## config.mk

```make
export PLATFORM = sky130hd
export DESIGN_NAME = xy_wormhole_router
export DESIGN_NICKNAME = d
export VERILOG_FILES = /design/src/rtl/xy_wormhole_router.sv
export SDC_FILE = /design/constraint.sdc
export NUM_CORES = 2
export LEC_CHECK = 0
export BUFFER_PORTS_ARGS = -buffer_cell sky130_fd_sc_hd__buf_2
export CAP_MARGIN = 20
export CORE_UTILIZATION = 29
export CTS_CLUSTER_SIZE = 14
export DETAILED_ROUTE_END_ITERATION = 12
export PLACE_DENSITY_LB_ADDON = 0.15
export SLEW_MARGIN = 0
export SYNTH_ARGS = -nofsm -noshare
export SYNTH_HDL_FRONTEND = slang
export SYNTH_SLANG_ARGS = --single-unit
```

## constraint.sdc

```tcl
create_clock -name clk -period 15 [get_ports clk]
set_input_delay 3 -clock clk [delete_from_list [all_inputs] [get_ports clk]]
set_output_delay 3 -clock clk [all_outputs]
set_load 0.02 [all_outputs]
```

## src/rtl/xy_wormhole_router.sv

```systemverilog
// rtl/xy_wormhole_router.sv - XY-routed wormhole mesh router with per-input FIFOs
//
// Purpose:
//   Mesh NoC router. Every input channel buffers flits in its own FIFO, computes
//   an XY route from the header at the FIFO head and requests one output of an
//   N x N crossbar. Each output owns a round-robin arbiter that stays locked to
//   its winner until that packet's TLAST flit leaves. Packets with unreachable
//   destinations are popped and discarded, and counted in drop_cnt.
//
// Channel map: 0 NORTH (y-1), 1 SOUTH (y+1), 2 EAST (x+1), 3 WEST (x-1),
//              4..4+LOCAL_PORTS-1 LOCAL ports.
//
// Ports:
//   clk, rst_n                      single clock, synchronous active-low reset
//   in_tdata/in_tlast/in_tvalid     input flit streams, channel i at [i*DATA_WIDTH +: DATA_WIDTH]
//   in_tready                       input FIFO not full (forced low during reset)
//   out_tdata/out_tlast/out_tvalid  output flit streams, driven from the granted FIFO head
//   out_tready                      downstream ready per output
//   drop_cnt                        saturating count of discarded packets

module xy_wormhole_router #(
  parameter int DATA_WIDTH     = 32,
  parameter int LOCAL_PORTS    = 1,
  parameter int BUFFER_LENGTH  = 16,
  parameter int MAX_ROUTERS_X  = 4,
  parameter int MAX_ROUTERS_Y  = 4,
  parameter int ROUTER_X       = 0,
  parameter int ROUTER_Y       = 0,
  localparam int CHANNEL_NUMBER = 4 + LOCAL_PORTS
) (
  input  logic                                 clk,
  input  logic                                 rst_n,
  input  logic [CHANNEL_NUMBER*DATA_WIDTH-1:0] in_tdata,
  input  logic [CHANNEL_NUMBER-1:0]            in_tlast,
  input  logic [CHANNEL_NUMBER-1:0]            in_tvalid,
  output logic [CHANNEL_NUMBER-1:0]            in_tready,
  output logic [CHANNEL_NUMBER*DATA_WIDTH-1:0] out_tdata,
  output logic [CHANNEL_NUMBER-1:0]            out_tlast,
  output logic [CHANNEL_NUMBER-1:0]            out_tvalid,
  input  logic [CHANNEL_NUMBER-1:0]            out_tready,
  output logic [15:0]                          drop_cnt
);

  localparam int CN = CHANNEL_NUMBER;
  localparam int XW = (MAX_ROUTERS_X > 1) ? $clog2(MAX_ROUTERS_X) : 1;
  localparam int YW = (MAX_ROUTERS_Y > 1) ? $clog2(MAX_ROUTERS_Y) : 1;
  localparam int LW = (LOCAL_PORTS > 1) ? $clog2(LOCAL_PORTS) : 1;
  localparam int AD = XW + YW + LW;
  localparam int CW = $clog2(CN);
  localparam int AW = $clog2(BUFFER_LENGTH);
  localparam logic [AW:0] FULL_CNT = (AW+1)'(BUFFER_LENGTH);

  typedef enum logic [1:0] {S_IDLE, S_REQ, S_FWD, S_DROP} state_t;

  // Returns {route_ok, output_channel} for a header address field.
  function automatic logic [CW:0] route_of(input logic [AD-1:0] addr, input int self);
    int   dx;
    int   dy;
    int   dl;
    int   dir;
    logic ok;
    dx  = int'(addr[XW-1:0]);
    dy  = int'(addr[XW +: YW]);
    dl  = int'(addr[XW+YW +: LW]);
    ok  = 1'b1;
    dir = 0;
    if (dx >= MAX_ROUTERS_X || dy >= MAX_ROUTERS_Y || dl >= LOCAL_PORTS) ok = 1'b0;
    if (dx > ROUTER_X) begin
      dir = 2;
      if (ROUTER_X >= MAX_ROUTERS_X - 1) ok = 1'b0;
    end else if (dx < ROUTER_X) begin
      dir = 3;
      if (ROUTER_X == 0) ok = 1'b0;
    end else if (dy > ROUTER_Y) begin
      dir = 1;
      if (ROUTER_Y >= MAX_ROUTERS_Y - 1) ok = 1'b0;
    end else if (dy < ROUTER_Y) begin
      dir = 0;
      if (ROUTER_Y == 0) ok = 1'b0;
    end else begin
      dir = 4 + dl;
    end
    // A packet may never leave on the channel it arrived on.
    if (dir == self) ok = 1'b0;
    return {ok, dir[CW-1:0]};
  endfunction

  // Returns {found, winner}, searching from ptr+1 and wrapping.
  function automatic logic [CW:0] rr_pick(input logic [CN-1:0] req, input logic [CW-1:0] ptr);
    logic [CW:0] r;
    int          idx;
    r = '0;
    for (int k = 1; k <= CN; k++) begin
      idx = (int'(ptr) + k) % CN;
      if (!r[CW] && req[idx]) r = {1'b1, idx[CW-1:0]};
    end
    return r;
  endfunction

  logic [DATA_WIDTH-1:0] head_data  [CN];
  logic                  head_last  [CN];
  logic                  fifo_empty [CN];
  logic                  route_ok   [CN];
  logic [CW-1:0]         route_dir  [CN];
  logic [CW-1:0]         route_reg  [CN];
  state_t                state      [CN];
  state_t                state_nx   [CN];
  logic                  fwd_pop    [CN];
  logic                  want       [CN];
  logic [CW-1:0]         want_dir   [CN];

  logic                  grant_valid [CN];
  logic [CW-1:0]         grant_idx   [CN];
  logic [CW-1:0]         rr_ptr      [CN];
  logic [CN-1:0]         req         [CN];
  logic [CW:0]           pick        [CN];

  logic [CW:0]           drop_inc;
  logic [16:0]           drop_sum;

  // ------------------------------------------------------------------
  // Per-input FIFO, route computation and packet FSM
  // ------------------------------------------------------------------
  for (genvar i = 0; i < CN; i++) begin : g_in
    logic [DATA_WIDTH:0] mem [BUFFER_LENGTH];
    logic [AW-1:0]       wr_ptr;
    logic [AW-1:0]       rd_ptr;
    logic [AW:0]         count;
    logic                push;
    logic                pop;
    logic [CW:0]         rt;

    assign in_tready[i]  = rst_n && (count != FULL_CNT);
    assign push          = in_tvalid[i] && in_tready[i];
    assign fifo_empty[i] = (count == '0);
    assign pop           = fwd_pop[i] || (state[i] == S_DROP && !fifo_empty[i]);
    assign head_data[i]  = mem[rd_ptr][DATA_WIDTH-1:0];
    assign head_last[i]  = mem[rd_ptr][DATA_WIDTH];

    always_ff @(posedge clk) begin
      if (push) mem[wr_ptr] <= {in_tlast[i], in_tdata[i*DATA_WIDTH +: DATA_WIDTH]};
    end

    always_ff @(posedge clk) begin
      if (!rst_n) begin
        wr_ptr <= '0;
        rd_ptr <= '0;
        count  <= '0;
      end else begin
        if (push) wr_ptr <= wr_ptr + AW'(1);
        if (pop)  rd_ptr <= rd_ptr + AW'(1);
        case ({push, pop})
          2'b10:   count <= count + (AW+1)'(1);
          2'b01:   count <= count - (AW+1)'(1);
          default: count <= count;
        endcase
      end
    end

    // The head is only interpreted as a header while the FSM is IDLE.
    assign rt           = route_of(head_data[i][AD-1:0], i);
    assign route_ok[i]  = rt[CW];
    assign route_dir[i] = rt[CW-1:0];

    always_ff @(posedge clk) begin
      if (!rst_n) begin
        state[i]     <= S_IDLE;
        route_reg[i] <= '0;
      end else begin
        state[i] <= state_nx[i];
        if (state[i] == S_IDLE && !fifo_empty[i] && route_ok[i]) route_reg[i] <= route_dir[i];
      end
    end

    always_comb begin
      state_nx[i] = state[i];
      case (state[i])
        S_IDLE: if (!fifo_empty[i]) state_nx[i] = route_ok[i] ? S_REQ : S_DROP;
        // A single-flit packet can finish in the first granted cycle.
        S_REQ: begin
          if (fwd_pop[i] && head_last[i]) state_nx[i] = S_IDLE;
          else if (grant_valid[route_reg[i]] && grant_idx[route_reg[i]] == CW'(i))
            state_nx[i] = S_FWD;
        end
        S_FWD:  if (fwd_pop[i] && head_last[i]) state_nx[i] = S_IDLE;
        S_DROP: if (!fifo_empty[i] && head_last[i]) state_nx[i] = S_IDLE;
        default: state_nx[i] = S_IDLE;
      endcase
    end

    // An IDLE input requests straight from the combinational route so the
    // arbiter can grant one cycle after the header reaches the head.
    assign want[i]     = (state[i] == S_IDLE && !fifo_empty[i] && route_ok[i]) ||
                         state[i] == S_REQ || state[i] == S_FWD;
    assign want_dir[i] = (state[i] == S_IDLE) ? route_dir[i] : route_reg[i];
  end

  // ------------------------------------------------------------------
  // Crossbar datapath
  // ------------------------------------------------------------------
  always_comb begin
    out_tvalid = '0;
    out_tlast  = '0;
    out_tdata  = '0;
    for (int o = 0; o < CN; o++) begin
      if (grant_valid[o]) begin
        out_tvalid[o]                           = !fifo_empty[grant_idx[o]];
        out_tlast[o]                            = head_last[grant_idx[o]];
        out_tdata[o*DATA_WIDTH +: DATA_WIDTH]   = head_data[grant_idx[o]];
      end
    end
  end

  always_comb begin
    for (int i = 0; i < CN; i++) begin
      fwd_pop[i] = 1'b0;
      for (int o = 0; o < CN; o++) begin
        if (grant_valid[o] && grant_idx[o] == i[CW-1:0] && out_tvalid[o] && out_tready[o])
          fwd_pop[i] = 1'b1;
      end
    end
  end

  // ------------------------------------------------------------------
  // Per-output wormhole arbiters
  // ------------------------------------------------------------------
  always_comb begin
    for (int o = 0; o < CN; o++) begin
      req[o] = '0;
      for (int i = 0; i < CN; i++) begin
        if (want[i] && want_dir[i] == o[CW-1:0]) req[o][i] = 1'b1;
      end
      pick[o] = rr_pick(req[o], rr_ptr[o]);
    end
  end

  // The grant drops on the TLAST transfer; the next winner is chosen in the
  // following cycle, which leaves a one-cycle bubble between packets.
  always_ff @(posedge clk) begin
    if (!rst_n) begin
      for (int o = 0; o < CN; o++) begin
        grant_valid[o] <= 1'b0;
        grant_idx[o]   <= '0;
        rr_ptr[o]      <= '0;
      end
    end else begin
      for (int o = 0; o < CN; o++) begin
        if (grant_valid[o]) begin
          if (out_tvalid[o] && out_tready[o] && out_tlast[o]) grant_valid[o] <= 1'b0;
        end else if (pick[o][CW]) begin
          grant_valid[o] <= 1'b1;
          grant_idx[o]   <= pick[o][CW-1:0];
          rr_ptr[o]      <= pick[o][CW-1:0];
        end
      end
    end
  end

  // ------------------------------------------------------------------
  // Drop counter; several inputs may finish a drop in the same cycle
  // ------------------------------------------------------------------
  always_comb begin
    drop_inc = '0;
    for (int i = 0; i < CN; i++) begin
      if (state[i] == S_DROP && !fifo_empty[i] && head_last[i]) drop_inc = drop_inc + (CW+1)'(1);
    end
    drop_sum = {1'b0, drop_cnt} + 17'(drop_inc);
  end

  always_ff @(posedge clk) begin
    if (!rst_n)           drop_cnt <= '0;
    else if (drop_sum[16]) drop_cnt <= 16'hFFFF;
    else                  drop_cnt <= drop_sum[15:0];
  end

endmodule

```

==> impl_metrics.py <==
metrics = {
    "clock_tree": {
        "clk_pin_slew_ns": 0.06,
        "cts_setup_buffers": 0,
        "post_cts_resized": 0,
        "clock_latency_ns": 0.94,
        "numCtsBuffers": 322,
        "cts_tree": "done",
        "cts_max_path_buffers": 4,
        "cts_hold_buf": 0,
        "clock_sinks": 2786,
        "htreeDepth": 5,
        "ctsRootBufferMaster": "clkbuf_16",
    },
    "sta": {
        "drv_slew": 0,
        "hold_violations": 0,
        "min_period_over_period": 0.583,
        "clock.fmax_mhz": 114,
        "whs_ns": 0.515,
        "max_slew_margin": 0.160,
        "rsz0062_at_grt": "no",
        "setup-violations-final": 0,
        "clock_skew_ns": 0.0947,
        "min_period_ns": 8.75,
        "finalSetupTns_ns": 0,
        "worst_slew_pin_slew_ns": 1.26,
    },
    "synth": {
        "synthDistinctLibCells": 109,
        "synthCells": 6392,
        "synth_top_cell_by_area": "edfxtp_1",
        "synthFlopType": "edfxtp_1",
        "synth_edf_count": 2674,
        "syn_avg_cell_area_sq_um": 18.9,
        "seq_area_frac_synth": 0.683,
        "synth_async_sr_flop_share": 0,
        "ys_warn_count": 0,
        "netlist_area_sq_um": 121000,
        "synth_seq_cells": 2786,
        "ys_top_cells_by_area": "edfxtp_1 66%, mux4_2 17%, ha_1 2.0%",
        "synth_top_area_share": 0.665,
    },
    "final_layout": {
        "design_area_sq_um": 140000,
        "fin_nets": 7271,
        "fillers": 39200,
        "drive_above_1_share": 0.296,
        "most-common-layout-cells": "2674 x edfxtp_1, 932 x mux4_2, 368 x buf_2",
        "top_register": "g_in.mem",
        "final_cells": 12700,
        "reg.largest.list": "g_in.mem x2640, g_in.count x25",
        "areaGrowthSynthToFinish_pct": 15.9,
        "largest_register_ffs": 2640,
        "final_common_cell": "edfxtp_1",
    },
    "setup_path": {
        "cp_cell_sequence": "buf_4 -> buf_4 -> mux4_2 -> mux4_2 -> mux4_2 -> a21oi_1 -> nor2b_1 -> buf_2",
        "cp_top_family": "buffers and inverters",
        "crit_slowest_cell": "buf_4",
        "cpPeakStageDelay_ns": 0.88,
        "r2r-end": "drop_cnt[15]",
        "crit_top_cell": "mux4_2",
        "rrSetupSlack_ns": 7.47,
        "startpoint_type": "flip-flop",
        "critPathKind": "flip-flop to primary output",
        "crit_required_ns": 12.00,
        "critical_path_arrival_ns": 5.75,
        "r2r_cells": 23,
        "critPathCaptureType": "primary output",
        "crit_buf_inv": 3,
        "path_max_fanout": 67,
    },
    "placed_design": {
        "dp.cells": 12000,
        "port_buffers": 367,
        "routabilityCongestion": 0.845,
        "hpwl_microns": 252000,
        "place_area_sq_um": 130000,
    },
    "power_and_ir_drop": {
        "power_density_nw_per_um2": 175,
        "power_switching_uw": 8420,
        "power_frac_seq": 0.363,
        "power_leakage_uw": 0.0442,
        "p_sw_frac": 0.343,
        "clkPwrFrac": 0.306,
        "p_int_uw": 16100,
        "max-vdd-ir-drop_v": 0.000140,
        "combPwrFrac": 0.331,
    },
    "hold_path": {
        "hold_path_depth": 2,
        "hold_end": "g_in[4].count[4]",
        "hp-class": "flip-flop to flip-flop",
        "worstHoldStart": "g_in[4].count[4]",
    },
    "detailed_routing": {
        "vias": 66200,
        "route.met3.wl_microns": 20100,
        "drt_iter0_markers": 5684,
        "drc": 0,
        "route.met2.wl_microns": 197000,
        "top_layer_used": "met5",
        "viasPerCell": 5.23,
        "wl_per_cell_microns": 31.7,
        "m1WireLength_microns": 165000,
        "routed_wl_microns": 401000,
        "firstDrtPassIters": 8,
        "antenna_left": 0,
    },
    "floorplanning": {
        "die_h_microns": 647,
        "core_sq_um": 414000,
        "die_x_microns": 647,
        "dieArea_sq_um": 419000,
        "start_util": 0.292,
        "io_pins": 368,
        "fp-row-count": 236,
    },
    "grt": {
        "globalRouteOverflowTotal": 0,
        "grt_max_degree": 109,
        "grt_pass1_vias": 68000,
        "antenna_found_initial": 108,
        "grt_pass1_wl_microns": 554000,
        "track_usage": 0.188,
    },
    "run_status": {
        "status": "completed",
    },
    "run": {
        "cap_viol_max_count": 0,
    },
}
-- worst reg2reg max path, cell delays in order (launching register included) --
cell     delay [ns]
dfxtp_4        0.33
buf_4          0.75
buf_4          1.00
mux4_2         0.55
mux4_2         0.73
nand3_1        0.42
inv_1          0.09
ha_1           0.31
xor2_1         0.24
inv_1          0.07
ha_1           0.26
mux2_2         0.29
ha_1           0.30
mux2_2         0.31
ha_1           0.28
a21o_1         0.16
a21oi_1        0.22
nor2b_1        0.07
o21ai_0        0.35
or3_1          0.24
nor2_1         0.08
nand3_1        0.10
mux2i_1        0.19
nor2_1         0.05
-- through the flow --
step	setup WS, ns	utilization	total power, uW
6_report	6.25	0.338	24500
5_1_grt	6.14	0.338	25600
3_3_place_gp	7.21	0.314	17100
4_1_cts	6.27	0.338	24700
2_1_floorplan	7.99	-	14400
3_5_place_dp	7.16	0.314	17200
-- cell families (layout without fill, tap and decap cells) --
kind of cell	count (synthesis)	in the layout	share of synthesized area
flops	2786	2786	0.683
simple gates	915	915	0.0376
fa+ha+maj	201	201	0.0212
buf+inv	511	1272	0.0168
xor+xnor	119	119	0.00863
compound gates	809	809	0.0478
mux	1050	1050	0.185
other cells	1	26	0.0000310
-- cell usage after synthesis, types with 74 or more instances --
| master | instances |
|---|---|
| ha_1 | 194 |
| nor2_1 | 265 |
| dfxtp_1 | 112 |
| o21ai_0 | 124 |
| buf_1 | 88 |
| edfxtp_1 | 2674 |
| a22o_1 | 151 |
| clkbuf_1 | 236 |
| mux2i_1 | 81 |
| inv_1 | 145 |
| a21oi_1 | 174 |
| mux4_2 | 932 |
| nand2_1 | 214 |
| xnor2_1 | 74 |
-- cell type report --
cell class	count	area (sq um)	share of cell area
inverters	154	587	0.00419
clock inverters	186	1480	0.0105
well taps	5474	6850	0.0489
clock buffers	400	8530	0.0609
flip-flops and latches	2786	82600	0.590
repair buffers	532	3150	0.0225
multi-input cells	3097	36800	0.263
diodes	23	57.6	0.000411
-- power by group through the flow --
stage	Clock (uW)	Combinational, uW	Sequential, uW
after floorplan	0	5490	8940
after global placement	0	8000	9080
after detailed placement	0	8080	9080
after CTS	7700	8120	8920
after global routing	7980	8650	8940
final	7510	8120	8920
-- worst max-delay path by stage --
stage	startpoint	end	cells after the start
final	flip-flop	out_tlast[2]	8
after global routing	flip-flop	out_tlast[2]	8
after CTS	flip-flop	out_tlast[2]	8
after detailed placement	rst_n	in_tready[0]	4
after global placement	rst_n	in_tready[0]	4
after floorplan	rst_n	g_in[2].mem[3][0]	7
-- routing by layer --
metal  GRT usage  vias to the layer above
met4      0.0766                       40
met3      0.0293                      713
met1       0.240                    35800
met5           0                        -
li1            -                    27600
met2       0.320                     2034
Power figures use the tool's default switching activity.
